**config.mk**
```make
export PLATFORM = sky130hd
export DESIGN_NAME = ab_game_engine
export DESIGN_NICKNAME = d
export VERILOG_FILES = /design/src/rtl/game_pkg.sv /design/src/rtl/ab_history_buf.sv /design/src/rtl/ab_game_engine.sv
export SDC_FILE = /design/constraint.sdc
export NUM_CORES = 1
export LEC_CHECK = 0
export CELL_PAD_IN_SITES_DETAIL_PLACEMENT = 1
export CELL_PAD_IN_SITES_GLOBAL_PLACEMENT = 1
export CORE_MARGIN = 5
export CORE_UTILIZATION = 41
export CTS_CLUSTER_SIZE = 28
export DETAILED_ROUTE_END_ITERATION = 8
export PLACE_DENSITY = 0.82
export SETUP_SLACK_MARGIN = 0.1
export SLEW_MARGIN = 15
export SYNTH_ARGS = -nofsm -noshare
export SYNTH_HDL_FRONTEND = slang
export SYNTH_SLANG_ARGS = --single-unit
export TNS_END_PERCENT = 100
```
**constraint.sdc**
```tcl
create_clock -name clk -period 4.3 [get_ports clk]
set_input_delay 0.43 -clock clk [delete_from_list [all_inputs] [get_ports clk]]
set_output_delay 0.43 -clock clk [all_outputs]
set_load 0.02 [all_outputs]
```
**src/rtl/game_pkg.sv**
```systemverilog
// Shared digit constants, FSM state encoding and width helpers for the A/B game engine.
package game_pkg;
  localparam int DIGIT_W = 4;
  localparam logic [DIGIT_W-1:0] DIGIT_MAX = 4'd9;

  typedef enum logic [2:0] {
    ST_IDLE  = 3'd0,
    ST_PLAY  = 3'd1,
    ST_SCORE = 3'd2,
    ST_WIN   = 3'd3,
    ST_LOSE  = 3'd4
  } state_t;

  // Bits needed to hold a count from 0 up to and including n.
  function automatic int cnt_w(input int n);
    return $clog2(n + 1);
  endfunction

  function automatic int idx_w(input int n);
    return (n < 2) ? 1 : $clog2(n);
  endfunction
endpackage

```
**src/rtl/ab_history_buf.sv**
```systemverilog
// Circular record of scored guesses; write lands on the score edge, reads are combinational.
// Index 0 is the newest entry; indices at or beyond the fill count read as zero.
module ab_history_buf
  import game_pkg::*;
#(
  parameter int DEPTH  = 8,
  parameter int DATA_W = 24,
  localparam int IW    = idx_w(DEPTH),
  localparam int CNTW  = cnt_w(DEPTH)
) (
  input  logic              clk,
  input  logic              reset,
  input  logic              i_clr,
  input  logic              i_we,
  input  logic [DATA_W-1:0] i_wdat,
  input  logic [IW-1:0]     i_idx,
  output logic [DATA_W-1:0] o_rdat,
  output logic [CNTW-1:0]   o_cnt
);
  logic [DATA_W-1:0] r_mem [DEPTH];
  logic [IW-1:0]     r_wp;
  logic [CNTW-1:0]   r_cnt;
  logic [IW-1:0]     w_slot;

  always_ff @(posedge clk or posedge reset) begin
    if (reset) begin
      r_wp  <= '0;
      r_cnt <= '0;
      for (int i = 0; i < DEPTH; i++) r_mem[i] <= '0;
    end else if (i_clr) begin
      r_wp  <= '0;
      r_cnt <= '0;
    end else if (i_we) begin
      r_mem[r_wp] <= i_wdat;
      r_wp        <= r_wp + IW'(1);
      if (r_cnt != CNTW'(DEPTH)) r_cnt <= r_cnt + CNTW'(1);
    end
  end

  // Power-of-two depth lets the pointer arithmetic wrap for free.
  assign w_slot = r_wp - IW'(1) - i_idx;
  assign o_rdat = (CNTW'(i_idx) < r_cnt) ? r_mem[w_slot] : '0;
  assign o_cnt  = r_cnt;
endmodule

```
**src/rtl/ab_game_engine.sv**
```systemverilog
// A/B game engine: legality check, serial one-digit-per-cycle scorer, try counter; score NUM_DIGITS+1 cycles after accept.
// o_ready only in IDLE/PLAY (no queueing); GAME_HISTORY_EN adds a guess history buffer, else o_hist_* read 0.
module ab_game_engine
  import game_pkg::*;
#(
  parameter int NUM_DIGITS = 4,
  parameter int MAX_TRIES  = 10,
  parameter int HIST_DEPTH = 8,
  localparam int DW  = DIGIT_W * NUM_DIGITS,
  localparam int CW  = cnt_w(NUM_DIGITS),
  localparam int TW  = cnt_w(MAX_TRIES),
  localparam int HIW = idx_w(HIST_DEPTH),
  localparam int HCW = cnt_w(HIST_DEPTH)
) (
  input  logic           clk,
  input  logic           reset,
  input  logic [DW-1:0]  i_digits,
  input  logic           i_valid,
  output logic           o_ready,
  input  logic           i_restart,
  output logic [2:0]     o_state,
  output logic           o_reject,
  output logic           o_score_valid,
  output logic [CW-1:0]  o_score_a,
  output logic [CW-1:0]  o_score_b,
  output logic [TW-1:0]  o_tries,
  output logic           o_win,
  output logic           o_lose,
  input  logic [HIW-1:0] i_hist_idx,
  output logic [DW-1:0]  o_hist_digits,
  output logic [CW-1:0]  o_hist_a,
  output logic [CW-1:0]  o_hist_b,
  output logic [HCW-1:0] o_hist_cnt
);
  state_t        r_state;
  logic [DW-1:0] r_secret, r_guess;
  logic [CW-1:0] r_k, r_acc_a, r_acc_b, r_score_a, r_score_b;
  logic [TW-1:0] r_tries;
  logic          r_reject, r_score_vld;

  logic               w_legal, w_in_secret, w_k_last;
  logic [DIGIT_W-1:0] w_g_dig, w_s_dig;

  always_comb begin
    w_legal = 1'b1;
    for (int i = 0; i < NUM_DIGITS; i++) begin
      if (i_digits[i*DIGIT_W +: DIGIT_W] > DIGIT_MAX) w_legal = 1'b0;
      for (int j = i + 1; j < NUM_DIGITS; j++)
        if (i_digits[i*DIGIT_W +: DIGIT_W] == i_digits[j*DIGIT_W +: DIGIT_W]) w_legal = 1'b0;
    end
  end

  // Digit pair under the scan index; r_k == NUM_DIGITS is the publish cycle.
  always_comb begin
    w_g_dig     = '0;
    w_s_dig     = '0;
    w_in_secret = 1'b0;
    for (int i = 0; i < NUM_DIGITS; i++) begin
      if (r_k == CW'(i)) begin
        w_g_dig = r_guess[i*DIGIT_W +: DIGIT_W];
        w_s_dig = r_secret[i*DIGIT_W +: DIGIT_W];
      end
    end
    for (int j = 0; j < NUM_DIGITS; j++)
      if (r_secret[j*DIGIT_W +: DIGIT_W] == w_g_dig) w_in_secret = 1'b1;
  end

  assign w_k_last = (r_k == CW'(NUM_DIGITS));

  always_ff @(posedge clk or posedge reset) begin
    if (reset) begin
      r_state     <= ST_IDLE;
      r_secret    <= '0;
      r_guess     <= '0;
      r_k         <= '0;
      r_acc_a     <= '0;
      r_acc_b     <= '0;
      r_score_a   <= '0;
      r_score_b   <= '0;
      r_tries     <= '0;
      r_reject    <= 1'b0;
      r_score_vld <= 1'b0;
    end else begin
      r_reject    <= 1'b0;
      r_score_vld <= 1'b0;
      if (i_restart) begin
        r_state   <= ST_IDLE;
        r_secret  <= '0;
        r_guess   <= '0;
        r_k       <= '0;
        r_acc_a   <= '0;
        r_acc_b   <= '0;
        r_score_a <= '0;
        r_score_b <= '0;
        r_tries   <= '0;
      end else begin
        case (r_state)
          ST_IDLE: begin
            if (i_valid) begin
              if (w_legal) begin
                r_secret <= i_digits;
                r_state  <= ST_PLAY;
              end else begin
                r_reject <= 1'b1;
              end
            end
          end
          ST_PLAY: begin
            if (i_valid) begin
              if (w_legal) begin
                r_guess <= i_digits;
                r_k     <= '0;
                r_acc_a <= '0;
                r_acc_b <= '0;
                r_state <= ST_SCORE;
              end else begin
                r_reject <= 1'b1;
              end
            end
          end
          ST_SCORE: begin
            if (w_k_last) begin
              r_score_a   <= r_acc_a;
              r_score_b   <= r_acc_b;
              r_score_vld <= 1'b1;
              r_tries     <= r_tries + TW'(1);
              if (r_acc_a == CW'(NUM_DIGITS))             r_state <= ST_WIN;
              else if (r_tries + TW'(1) == TW'(MAX_TRIES)) r_state <= ST_LOSE;
              else                                        r_state <= ST_PLAY;
            end else begin
              if (w_g_dig == w_s_dig)  r_acc_a <= r_acc_a + CW'(1);
              else if (w_in_secret)    r_acc_b <= r_acc_b + CW'(1);
              r_k <= r_k + CW'(1);
            end
          end
          default: ;
        endcase
      end
    end
  end

  assign o_ready       = (r_state == ST_IDLE) || (r_state == ST_PLAY);
  assign o_state       = r_state;
  assign o_reject      = r_reject;
  assign o_score_valid = r_score_vld;
  assign o_score_a     = r_score_a;
  assign o_score_b     = r_score_b;
  assign o_tries       = r_tries;
  assign o_win         = (r_state == ST_WIN);
  assign o_lose        = (r_state == ST_LOSE);

`ifdef GAME_HISTORY_EN
  logic [DW+2*CW-1:0] w_hist_rdat;
  logic               w_hist_we;

  assign w_hist_we = (r_state == ST_SCORE) && w_k_last && !i_restart;

  ab_history_buf #(
    .DEPTH  (HIST_DEPTH),
    .DATA_W (DW + 2*CW)
  ) u_hist (
    .clk    (clk),
    .reset  (reset),
    .i_clr  (i_restart),
    .i_we   (w_hist_we),
    .i_wdat ({r_guess, r_acc_a, r_acc_b}),
    .i_idx  (i_hist_idx),
    .o_rdat (w_hist_rdat),
    .o_cnt  (o_hist_cnt)
  );

  assign {o_hist_digits, o_hist_a, o_hist_b} = w_hist_rdat;
`else
  logic w_unused_hist;
  assign w_unused_hist = ^i_hist_idx;
  assign o_hist_digits = '0;
  assign o_hist_a      = '0;
  assign o_hist_b      = '0;
  assign o_hist_cnt    = '0;
`endif
endmodule
```
==> results.toml <==
[worst_setup_path]
cp_top_family = "compound AO/OA/AOI/OAI gates"
worstPathMaxFanout = 16
cp_data_arrival_time_ns = 3.95
startpoint = "r_k[1]"
critPathBufInv = 1
rr_worst_depth = 10
r2r_end = "r_acc_b[1]"
cp-start-kind = "flop"
critical_path.cell_chain = "inv_1, ha_1, a21oi_1, a2111oi_4, a221oi_1, o211ai_1, a2111oi_0, nor4_1, and4b_1, a221o_1"
critical_path_required_ns = 4.53
worst_path_largest_cell_delay_ns = 0.74
r2r_setup_slack_ns = 0.58
crit_slowest_cell = "nor4_1"
cp-end-kind = "flop"
path_class = "flop to flop"
r2r_start = "r_k[1]"

[synthesis]
ys_warn_count = 0
ys_types = 64
synth_seq_cells = 56
syn_inst = 490
synth_edf_count = 0
syn-cell-area_um2 = 4180
synth_area_leaders = "dfrtp_1, xor2_1, mux2i_1"
synth_ff_type = "dfrtp_1"
synth_top_area_share_pct = 33.5
postSynth.asyncResetShare_pct = 100
yosysSeqAreaShare_pct = 33.5
syn_avg_cell_area_um2 = 8.53
yosys.area.top_type = "dfrtp_1"

[final_layout]
areaGrowthSynthToFinish_pct = 9.64
multi_input_area_um2 = 2430
final_area_um2 = 4580
fillers = 1167
register_area_um2 = 1400
nNetsFinal = 535
final_cells = 636
antenna_cells = 0
layout-drive-gt1-share_pct = 4.77

[sta]
max_freq_mhz = 268
tns_ns = 0
drv_slew = 0
finalClockSkew_ns = 0.0149
relSlewSlack_pct = 44.9
min_period_ns = 3.72
worstMarginPinSlew_ns = 0.819
rsz0062_at_grt = "false"
setup_viol = 0
hold_violations = 0
timing.final.crit_share_pct = 86.6

[power]
p_int_mw = 0.784
power.leakage_nw = 2.05
seqPwrFrac_pct = 48.7
power_frac_clock_pct = 25.2
p_sw_mw = 0.423
p_comb_share_pct = 26.1
sw_frac_of_total_pct = 35.1
max-vdd-ir-drop_v = 0.000135
powerDensity_nw_per_um2 = 263

[die]
fp-row-count = 36
die_h_um = 111
coreArea_um2 = 9860
fp.dieW_um = 111
start_util_pct = 42.4
io-pin-count = 67
die_area_um2 = 12300

[clock_network]
cts_setup_buffers = 0
cts_tree = "yes"
numCtsBuffers = 5
cts_root_buffer = "clkbuf_8"
cts_htree_levels = 2
clk_latency_ns = 0.33
clock_sinks = 56
clkTransAtPathRegs_ns = 0.11
clockBufferDepth = 2
cts_hold_buffers = 0
ctsResizeCount = 0

[global_route]
grt_pass1_vias = 3749
gr-usage-all-layers_pct = 19.4
grt_first_pass_wirelength_um = 19800
grt_start_max_net_pins = 50
antenna_found_initial = 0
grt.overflow.total = 0

[routing]
drc = 0
first_pass_iters = 4
vias_per_cell = 5.62
drt_iter0_markers = 206
vias = 3572
postRouteAntennaNets = 0
routedWlPerCell_um = 18.8
routed_wl_um = 11900

[place]
hpwl_um = 9010
dpl_cell_area_um2 = 4500
dpl.cell_count = 628
io_buffers = 37
routabilityCongestion = 0.917

[min_path]
hold_class = "input pin to asynchronous set/reset pin"

[run_status]
status = "finished clean"

[flow_run]
max_cap_viol_count = 0
-- cell families (layout without fill, tap and decap cells) --
group,Yosys count,in the layout,synth area share [%]
compound gates,113,113,18.4
fa+ha+maj,10,10,2.99
simple gates,158,158,19.3
xor+xnor,43,43,9.01
other cells,1,26,0.0897
mux,25,25,6.02
buf+inv,84,72,10.7
flops,56,56,33.5
-- cells in the final DEF, fill, tap and decap left out, types with 4 or more instances in the layout --
cell / Yosys / final
conb_1: 1 / 26
clkdlybuf4s50_1: 0 / 37
nand3_1: 11 / 11
o211ai_1: 6 / 6
xor2_1: 29 / 29
and2_1: 4 / 4
buf_4: 26 / 7
nor4_1: 7 / 7
o22ai_1: 4 / 4
nand3b_1: 5 / 5
ha_1: 10 / 10
a22o_1: 6 / 6
o21ai_0: 19 / 19
mux2i_1: 24 / 24
nor3_1: 7 / 7
o21ai_1: 19 / 19
nand2_1: 47 / 47
inv_1: 18 / 17
a21oi_1: 22 / 21
nand2b_1: 17 / 17
nor2b_1: 4 / 4
clkbuf_8: 0 / 5
dfrtp_1: 56 / 56
xnor2_1: 14 / 14
nor2_1: 33 / 33
-- power groups by stage --
stage / registers [mW] / clock network, mW / logic (mW)
2_1_floorplan: 0.582 / 0 / 0.246
4_1_cts: 0.587 / 0.313 / 0.313
5_1_grt: 0.592 / 0.337 / 0.345
6_report: 0.588 / 0.304 / 0.315
3_5_place_dp: 0.597 / 0 / 0.311
3_3_place_gp: 0.594 / 0 / 0.300
-- worst reg2reg max path, stage by stage, from the launching register on --
cell and delay, ns:
dfrtp_1 0.43, inv_1 0.11, ha_1 0.51, a21oi_1 0.26
a2111oi_4 0.64, a221oi_1 0.19, o211ai_1 0.11, a2111oi_0 0.10
nor4_1 0.74, and4b_1 0.28, a221o_1 0.25
-- per-layer routing --
layer  GRT usage [%]  vias to the layer above  routed length, um
li1                -                     1670                  -
met1            25.4                     1775               5400
met2            33.5                      111               5830
met3            2.62                       16                510
met4            5.58                        0                199
met5               0                        -                  0
-- cell type report --
| cell class | instances | share of cell area, % |
|---|---|---|
| multi-input cells | 375 | 53.0 |
| clock buffers | 6 | 1.58 |
| well taps | 133 | 3.63 |
| inverters | 20 | 1.64 |
| flip-flops and latches | 56 | 30.6 |
| repair buffers | 44 | 9.23 |
| clock inverters | 2 | 0.300 |
-- per-stage QoR --
step                      power [mW]  hold slack (ns)  utilization, %  worst slack [ns]
after floorplan                0.828            0.488               -              1.40
final                           1.21            0.307            46.5             0.575
after detailed placement       0.909            0.479            45.6             0.612
after global placement         0.894            0.465            45.6             0.746
after CTS                       1.21            0.304            46.5             0.592
after global routing            1.27            0.324            46.5             0.287
-- flip-flops by register name, indices dropped and copies added (netlist names) --
register and count:
o_reject 1, o_score_a 3, o_score_b 3, o_score_valid 1
o_state 3, o_tries 4, r_acc_a 3, r_acc_b 3
r_guess 16, r_k 3, r_secret 16
-- worst max-delay path by stage --
stage	end	slack, ns	cells after the start
after global placement	r_acc_b[1]	0.75	10
after detailed placement	r_acc_b[1]	0.61	10
after CTS	r_acc_b[1]	0.59	10
after global routing	r_acc_b[1]	0.29	10
after floorplan	r_acc_b[1]	1.40	11
final	r_acc_b[1]	0.58	10
-- Yosys cell counts, drive strengths merged (3+ instances only) --
master   number
nand3        11
o22ai         4
nand2b       18
nor3          7
buf          50
a22o          6
o211a         3
nor3b         3
and2          4
nor4          7
clkbuf       14
dfrtp        56
a2111oi       3
xor2         29
and3          3
nor2         34
nor2b         4
a211o         3
mux2i        24
or3           3
nand3b        5
a211oi        3
a21oi        23
or4           3
nand4         3
inv          20
o21ai        38
ha           10
a221oi        3
o32ai         3
xnor2        14
o211ai        7
nand2        47
Note: power is estimated with default switching activity, not from simulation.
